**config.mk**
```make
export PLATFORM = sky130hd
export DESIGN_NAME = param_serialiser_flat
export DESIGN_NICKNAME = d
export VERILOG_FILES = /design/src/rtl/param_serialiser_if.sv /design/src/rtl/param_serialiser.sv /design/src/flat_wrapper.sv
export SDC_FILE = /design/constraint.sdc
export NUM_CORES = 1
export LEC_CHECK = 0
export CAP_MARGIN = 20
export CORE_MARGIN = 2
export CORE_UTILIZATION = 49
export DETAILED_ROUTE_END_ITERATION = 12
export GPL_ROUTABILITY_DRIVEN = 0
export PLACE_DENSITY = 0.77
export SLEW_MARGIN = 20
export SYNTH_ARGS = -nofsm -noshare
export SYNTH_HDL_FRONTEND = slang
export SYNTH_SLANG_ARGS = --single-unit
```
**constraint.sdc**
```tcl
create_clock -name clk -period 1.81 [get_ports clk]
set_input_delay 0.181 -clock clk [delete_from_list [all_inputs] [get_ports clk]]
set_output_delay 0.181 -clock clk [all_outputs]
set_load 0.01 [all_outputs]
```
**src/rtl/param_serialiser_if.sv**
```systemverilog
// Handshake bundle between the frame/CRC generator, the serialiser and the Tx bit encoder.
// The master side is the word source plus bit sink; the slave side is the serialiser itself.
interface param_serialiser_if #(
    parameter int DATA_WIDTH = 8
);
    localparam int CW = $clog2(DATA_WIDTH + 1);

    logic                  in_valid;
    logic                  in_ready;
    logic [DATA_WIDTH-1:0] in_data;
    logic [CW-1:0]         in_bits;
    logic                  in_last;
    logic                  out_valid;
    logic                  out_ready;
    logic                  out_data;
    logic                  out_parity;
    logic                  out_last_bit;
    logic                  out_last;

    modport master (
        output in_valid, in_data, in_bits, in_last, out_ready,
        input  in_ready, out_valid, out_data, out_parity, out_last_bit, out_last
    );

    modport slave (
        input  in_valid, in_data, in_bits, in_last, out_ready,
        output in_ready, out_valid, out_data, out_parity, out_last_bit, out_last
    );
endinterface

```
**src/rtl/param_serialiser.sv**
```systemverilog
// Parallel-word to bit-stream serialiser with configurable width, bit order and optional
// per-word parity; zero-bubble reload when a new word is accepted on the final bit.
module param_serialiser #(
    parameter int DATA_WIDTH = 8,
    parameter int LSB_FIRST  = 1,
    parameter int PARITY_EN  = 1,
    parameter int PARITY_ODD = 1
) (
    input logic clk,
    input logic rst,
    param_serialiser_if.slave bus
);
    localparam int   CW      = $clog2(DATA_WIDTH + 1);
    localparam logic ODD_BIT = (PARITY_ODD != 0);
    localparam logic PAR_ON  = (PARITY_EN != 0);

    typedef enum logic [1:0] {
        IDLE   = 2'd0,
        DATA   = 2'd1,
        PARITY = 2'd2
    } state_t;

    state_t                state_q;
    logic [DATA_WIDTH-1:0] shift_q;
    logic [DATA_WIDTH-1:0] shift_d;
    logic [CW-1:0]         cnt_q;
    logic                  acc_q;
    logic                  last_q;
    logic                  outValid_q;
    logic                  outData_q;
    logic                  outParity_q;
    logic                  outLastBit_q;
    logic                  outLast_q;

    logic [CW-1:0]         nBits;
    logic [CW-1:0]         shiftAmt;
    logic [DATA_WIDTH-1:0] loadWord;
    logic                  firstBit;
    logic                  nextBit;
    logic                  fire;
    logic                  accept;

    // MSB-first words are left-aligned on load so the current bit always sits at the top.
    always_comb begin
        nBits    = (bus.in_bits == '0) ? CW'(DATA_WIDTH) : bus.in_bits;
        shiftAmt = CW'(DATA_WIDTH) - nBits;
        if (LSB_FIRST != 0) begin
            loadWord = bus.in_data;
            shift_d  = shift_q >> 1;
            firstBit = loadWord[0];
            nextBit  = shift_d[0];
        end else begin
            loadWord = bus.in_data << shiftAmt;
            shift_d  = shift_q << 1;
            firstBit = loadWord[DATA_WIDTH-1];
            nextBit  = shift_d[DATA_WIDTH-1];
        end
    end

    assign fire   = outValid_q && bus.out_ready;
    assign accept = bus.in_valid && bus.in_ready;

    assign bus.in_ready     = !rst && ((state_q == IDLE) || (fire && outLastBit_q));
    assign bus.out_valid    = outValid_q;
    assign bus.out_data     = outData_q;
    assign bus.out_parity   = outParity_q;
    assign bus.out_last_bit = outLastBit_q;
    assign bus.out_last     = outLast_q;

    always_ff @(posedge clk or posedge rst) begin
        if (rst) begin
            state_q      <= IDLE;
            shift_q      <= '0;
            cnt_q        <= '0;
            acc_q        <= 1'b0;
            last_q       <= 1'b0;
            outValid_q   <= 1'b0;
            outData_q    <= 1'b0;
            outParity_q  <= 1'b0;
            outLastBit_q <= 1'b0;
            outLast_q    <= 1'b0;
        end else if (accept) begin
            state_q      <= DATA;
            shift_q      <= loadWord;
            cnt_q        <= nBits;
            acc_q        <= 1'b0;
            last_q       <= bus.in_last;
            outValid_q   <= 1'b1;
            outData_q    <= firstBit;
            outParity_q  <= 1'b0;
            outLastBit_q <= (nBits == CW'(1)) && !PAR_ON;
            outLast_q    <= (nBits == CW'(1)) && !PAR_ON && bus.in_last;
        end else if (fire) begin
            case (state_q)
                DATA: begin
                    acc_q <= acc_q ^ outData_q;
                    if (cnt_q == CW'(1)) begin
                        if (PAR_ON) begin
                            state_q      <= PARITY;
                            outData_q    <= acc_q ^ outData_q ^ ODD_BIT;
                            outParity_q  <= 1'b1;
                            outLastBit_q <= 1'b1;
                            outLast_q    <= last_q;
                        end else begin
                            state_q      <= IDLE;
                            outValid_q   <= 1'b0;
                            outData_q    <= 1'b0;
                            outLastBit_q <= 1'b0;
                            outLast_q    <= 1'b0;
                        end
                    end else begin
                        shift_q      <= shift_d;
                        cnt_q        <= cnt_q - CW'(1);
                        outData_q    <= nextBit;
                        outLastBit_q <= (cnt_q == CW'(2)) && !PAR_ON;
                        outLast_q    <= (cnt_q == CW'(2)) && !PAR_ON && last_q;
                    end
                end
                PARITY: begin
                    state_q      <= IDLE;
                    outValid_q   <= 1'b0;
                    outData_q    <= 1'b0;
                    outParity_q  <= 1'b0;
                    outLastBit_q <= 1'b0;
                    outLast_q    <= 1'b0;
                end
                default: begin
                    state_q <= IDLE;
                end
            endcase
        end
    end
endmodule

```
**src/flat_wrapper.sv**
```systemverilog
// flat-port wrapper written by rule: the top's interface ports become plain ports
module param_serialiser_flat 
#(
    parameter int DATA_WIDTH = 8,
    parameter int LSB_FIRST  = 1,
    parameter int PARITY_EN  = 1,
    parameter int PARITY_ODD = 1
)
  (clk, rst, bus_in_valid, bus_in_data, bus_in_bits, bus_in_last, bus_out_ready, bus_in_ready, bus_out_valid, bus_out_data, bus_out_parity, bus_out_last_bit, bus_out_last);
  param_serialiser_if #(.DATA_WIDTH(DATA_WIDTH)) bus_i ();
  input logic clk;
  input logic rst;
  input wire logic [$bits(bus_i.in_valid)-1:0] bus_in_valid;
  input wire logic [$bits(bus_i.in_data)-1:0] bus_in_data;
  input wire logic [$bits(bus_i.in_bits)-1:0] bus_in_bits;
  input wire logic [$bits(bus_i.in_last)-1:0] bus_in_last;
  input wire logic [$bits(bus_i.out_ready)-1:0] bus_out_ready;
  output wire logic [$bits(bus_i.in_ready)-1:0] bus_in_ready;
  output wire logic [$bits(bus_i.out_valid)-1:0] bus_out_valid;
  output wire logic [$bits(bus_i.out_data)-1:0] bus_out_data;
  output wire logic [$bits(bus_i.out_parity)-1:0] bus_out_parity;
  output wire logic [$bits(bus_i.out_last_bit)-1:0] bus_out_last_bit;
  output wire logic [$bits(bus_i.out_last)-1:0] bus_out_last;
  assign bus_i.in_valid = bus_in_valid;
  assign bus_i.in_data = bus_in_data;
  assign bus_i.in_bits = bus_in_bits;
  assign bus_i.in_last = bus_in_last;
  assign bus_i.out_ready = bus_out_ready;
  assign bus_in_ready = bus_i.in_ready;
  assign bus_out_valid = bus_i.out_valid;
  assign bus_out_data = bus_i.out_data;
  assign bus_out_parity = bus_i.out_parity;
  assign bus_out_last_bit = bus_i.out_last_bit;
  assign bus_out_last = bus_i.out_last;
  param_serialiser #(.DATA_WIDTH(DATA_WIDTH), .LSB_FIRST(LSB_FIRST), .PARITY_EN(PARITY_EN), .PARITY_ODD(PARITY_ODD)) u_core (.clk(clk), .rst(rst), .bus(bus_i));
endmodule
```
==> impl_metrics.toml <==
[run_status]
status = "complete, no violations"

[timing]
max_freq_mhz = 585
finalSetupViolations = 0
worstMarginPinSlew_ns = 0.318
rsz0062_at_grt = "true"
hold_violations = 0
clock_skew_ns = 0.00213
finalCriticalPeriod_ns = 1.71
setup-tns-final_ns = 0
final_max_slew_viol_count = 0
min_period_over_period_pct = 94.5
relSlewSlack_pct = 78.6

[power_and_ir_drop]
power_density_nw_per_um2 = 535
vdd_drop_max_v = 0.000399
leakage_nw = 0.597

[setup_path]
cp_slowest_cell = "dfrtp_1"
path_cells = "inv_1 -> ha_2 -> nor3b_4 -> buf_4 -> nor2_8 -> mux2i_1 -> mux2_2"
critPathKind = "flop to flop"
start_kind = "flop"
worstPathMaxFanout = 8
worstSetupEndpointType = "flop"
cpPeakStageDelay_ns = 0.40
crit_arrival_ns = 1.91
required_ns = 2.01

[global_routing]
track_usage_pct = 19.5
grt-ovfl-total = 0
grt_antenna_before_repair = 0
grt_max_degree = 18
first_global_vias = 837
grt_pass1_wl_mm = 3.75

[cells_and_area]
final_common_cell = "clkdlybuf4s50_1"
drive_gt1_share_pct = 14.9
antenna_cells = 0
most-common-layout-cells = "clkdlybuf4s50_1 (21), dfrtp_1 (20), nand2_1 (12)"
nNetsFinal = 157
fin_cells = 161
design_area_um2 = 1420
fill_cells = 163
syn_to_final_growth_pct = 31.5

[yosys]
seq_area_frac_synth_pct = 46.5
synth_edf_count = 0
ys_ff_latch = 20
yosysTopAreaCellShare_pct = 46.5
synth_warnings = 0
avgSynthCellArea_um2 = 10.4
ys_async_sr_fraction_pct = 100
synth_area_leaders = "dfrtp_1 (46%), mux2i_1 (9.3%), ha_1 (5.8%), o21ai_1 (4.6%), nand2_1 (4.2%)"
yosysUniqueCellTypes = 30
synth_nets = 126
syn_area_um2 = 1080
synth_top_cell_by_area = "dfrtp_1"
synth_ff_type = "dfrtp_1"
synthCells = 104

[clocking]
numCtsBuffers = 3
cts_sinks = 20
htree_num_levels = 1
clockRootBuffer = "clkbuf_4"
clkSlewWorstSetupHoldPaths_ns = 0.11
insertion_delay_ns = 0.30
ctsLongestPathBuffers = 2
tritoncts = "done"

[floorplanning]
rows = 16
io_pins = 23
fp.coreArea_um2 = 2020
die-height_um = 50.9
initial_core_util_pct = 53.3
dieArea_um2 = 2590
die_x_um = 50.9

[route]
totalWireLength_mm = 2.18
firstDrtPassIters = 4
vias_per_cell = 5.27
ant_nets = 0
drc = 0
wl_per_cell_um = 13.6
drt-initial-drc-count = 12
num_vias = 848

[placement]
place_inst = 156
io_buffers = 22
placed_cell_area_um2 = 1360
dpl.hpwl_mm = 1.68

[min_path]
hold_path_class = "input port to async pin"

[flow_run]
cap_violations = 0
-- kinds of logic after synthesis --
group | after synthesis | share of synthesized area, %
xor+xnor | 4 | 3.25
buf+inv | 9 | 3.72
mux | 13 | 12.4
compound gates | 21 | 10.7
simple gates | 32 | 17.7
fa+ha+maj | 5 | 5.81
flops | 20 | 46.5
-- synth_stat cells, types with 3 or more instances --
cell	instances
a21oi_1	4
dfrtp_1	20
ha_1	5
inv_1	6
mux2i_1	10
nand2_1	12
nor2_1	7
nor3_1	3
o21ai_1	10
xnor2_1	3
-- per-stage QoR --
stage / setup slack (ns) / hold slack, ns / power, mW / utilization, %
CTS: 0.0690 / 0.122 / 0.770 / 69.6
floorplan: 0.163 / 0.145 / 0.463 / -
global route: -0.0103 / 0.115 / 0.796 / 70.0
finish: 0.0997 / 0.126 / 0.758 / 70.0
detailed placement: 0.0683 / 0.458 / 0.507 / 67.2
global placement: 0.108 / 0.458 / 0.507 / 67.2
-- critical path: cells and delay by family (launching register included) --
kind          cells  cell delay, ns
flops             1            0.40
mux               2            0.38
fa+ha+maj         1            0.20
buf+inv           2            0.30
simple gates      2            0.31
-- final timing paths --
| check | start | endpoint | slack, ns | depth (start not counted) |
|---|---|---|---|---|
| min in group clk | bus_in_data[4] | u_core.shift_q[4]$_DFFE_PP0P_ | 0.41 | 3 |
| worst max register to register | u_core.cnt_q[1]$_DFFE_PP0P_ | u_core.cnt_q[1]$_DFFE_PP0P_ | 0.1 | 7 |
| worst min-delay path | rst | u_core.state_q[0]$_DFFE_PP0P_ | 0.13 | 2 |
| worst min register to register | u_core.last_q$_DFFE_PP0N_ | u_core.last_q$_DFFE_PP0N_ | 0.50 | 1 |
| worst max-delay path | u_core.cnt_q[1]$_DFFE_PP0P_ | u_core.cnt_q[1]$_DFFE_PP0P_ | 0.1 | 7 |
| max in group asynchronous | rst | u_core.shift_q[6]$_DFFE_PP0P_ | 1.24 | 3 |
-- final cells by class --
class | instances | area [um2] | share of cell area (%)
Clock buffer | 4 | 36.3 | 2.56
Multi-Input combinational cell | 75 | 552 | 39.0
Sequential cell | 20 | 500 | 35.3
Inverter | 6 | 22.5 | 1.59
Timing Repair Buffer | 29 | 272 | 19.2
Tap cell | 27 | 33.8 | 2.39
-- repair_timing --
item,in CTS,in global routing
hold buffers,0,0
setup endpoints to repair,1,4
resized for setup,2,3
buffers inserted,1,0
-- power by group --
part,leakage (nW),internal (mW),switching [mW]
Combinational,0.307,0.0339,0.0177
Sequential,0.269,0.447,0
Clock,0.0210,0.123,0.137
-- registers in the layout, indices dropped and copies added, names as in the netlist --
name / cells
u_core.acc_q: 1
u_core.bus.out_parity: 1
u_core.shift_q: 7
u_core.bus.out_valid: 1
u_core.bus.out_last_bit: 1
u_core.bus.out_last: 1
u_core.bus.out_data: 1
u_core.cnt_q: 4
u_core.state_q: 2
u_core.last_q: 1
-- metal layers --
layer	global-route usage (%)	up-vias	routed length, um
met5	0	-	0
met1	25.4	406	907
met2	33.3	19	1170
met4	5.41	0	13
li1	-	421	-
met3	3.51	2	96
(Power assumes the default switching activity.)
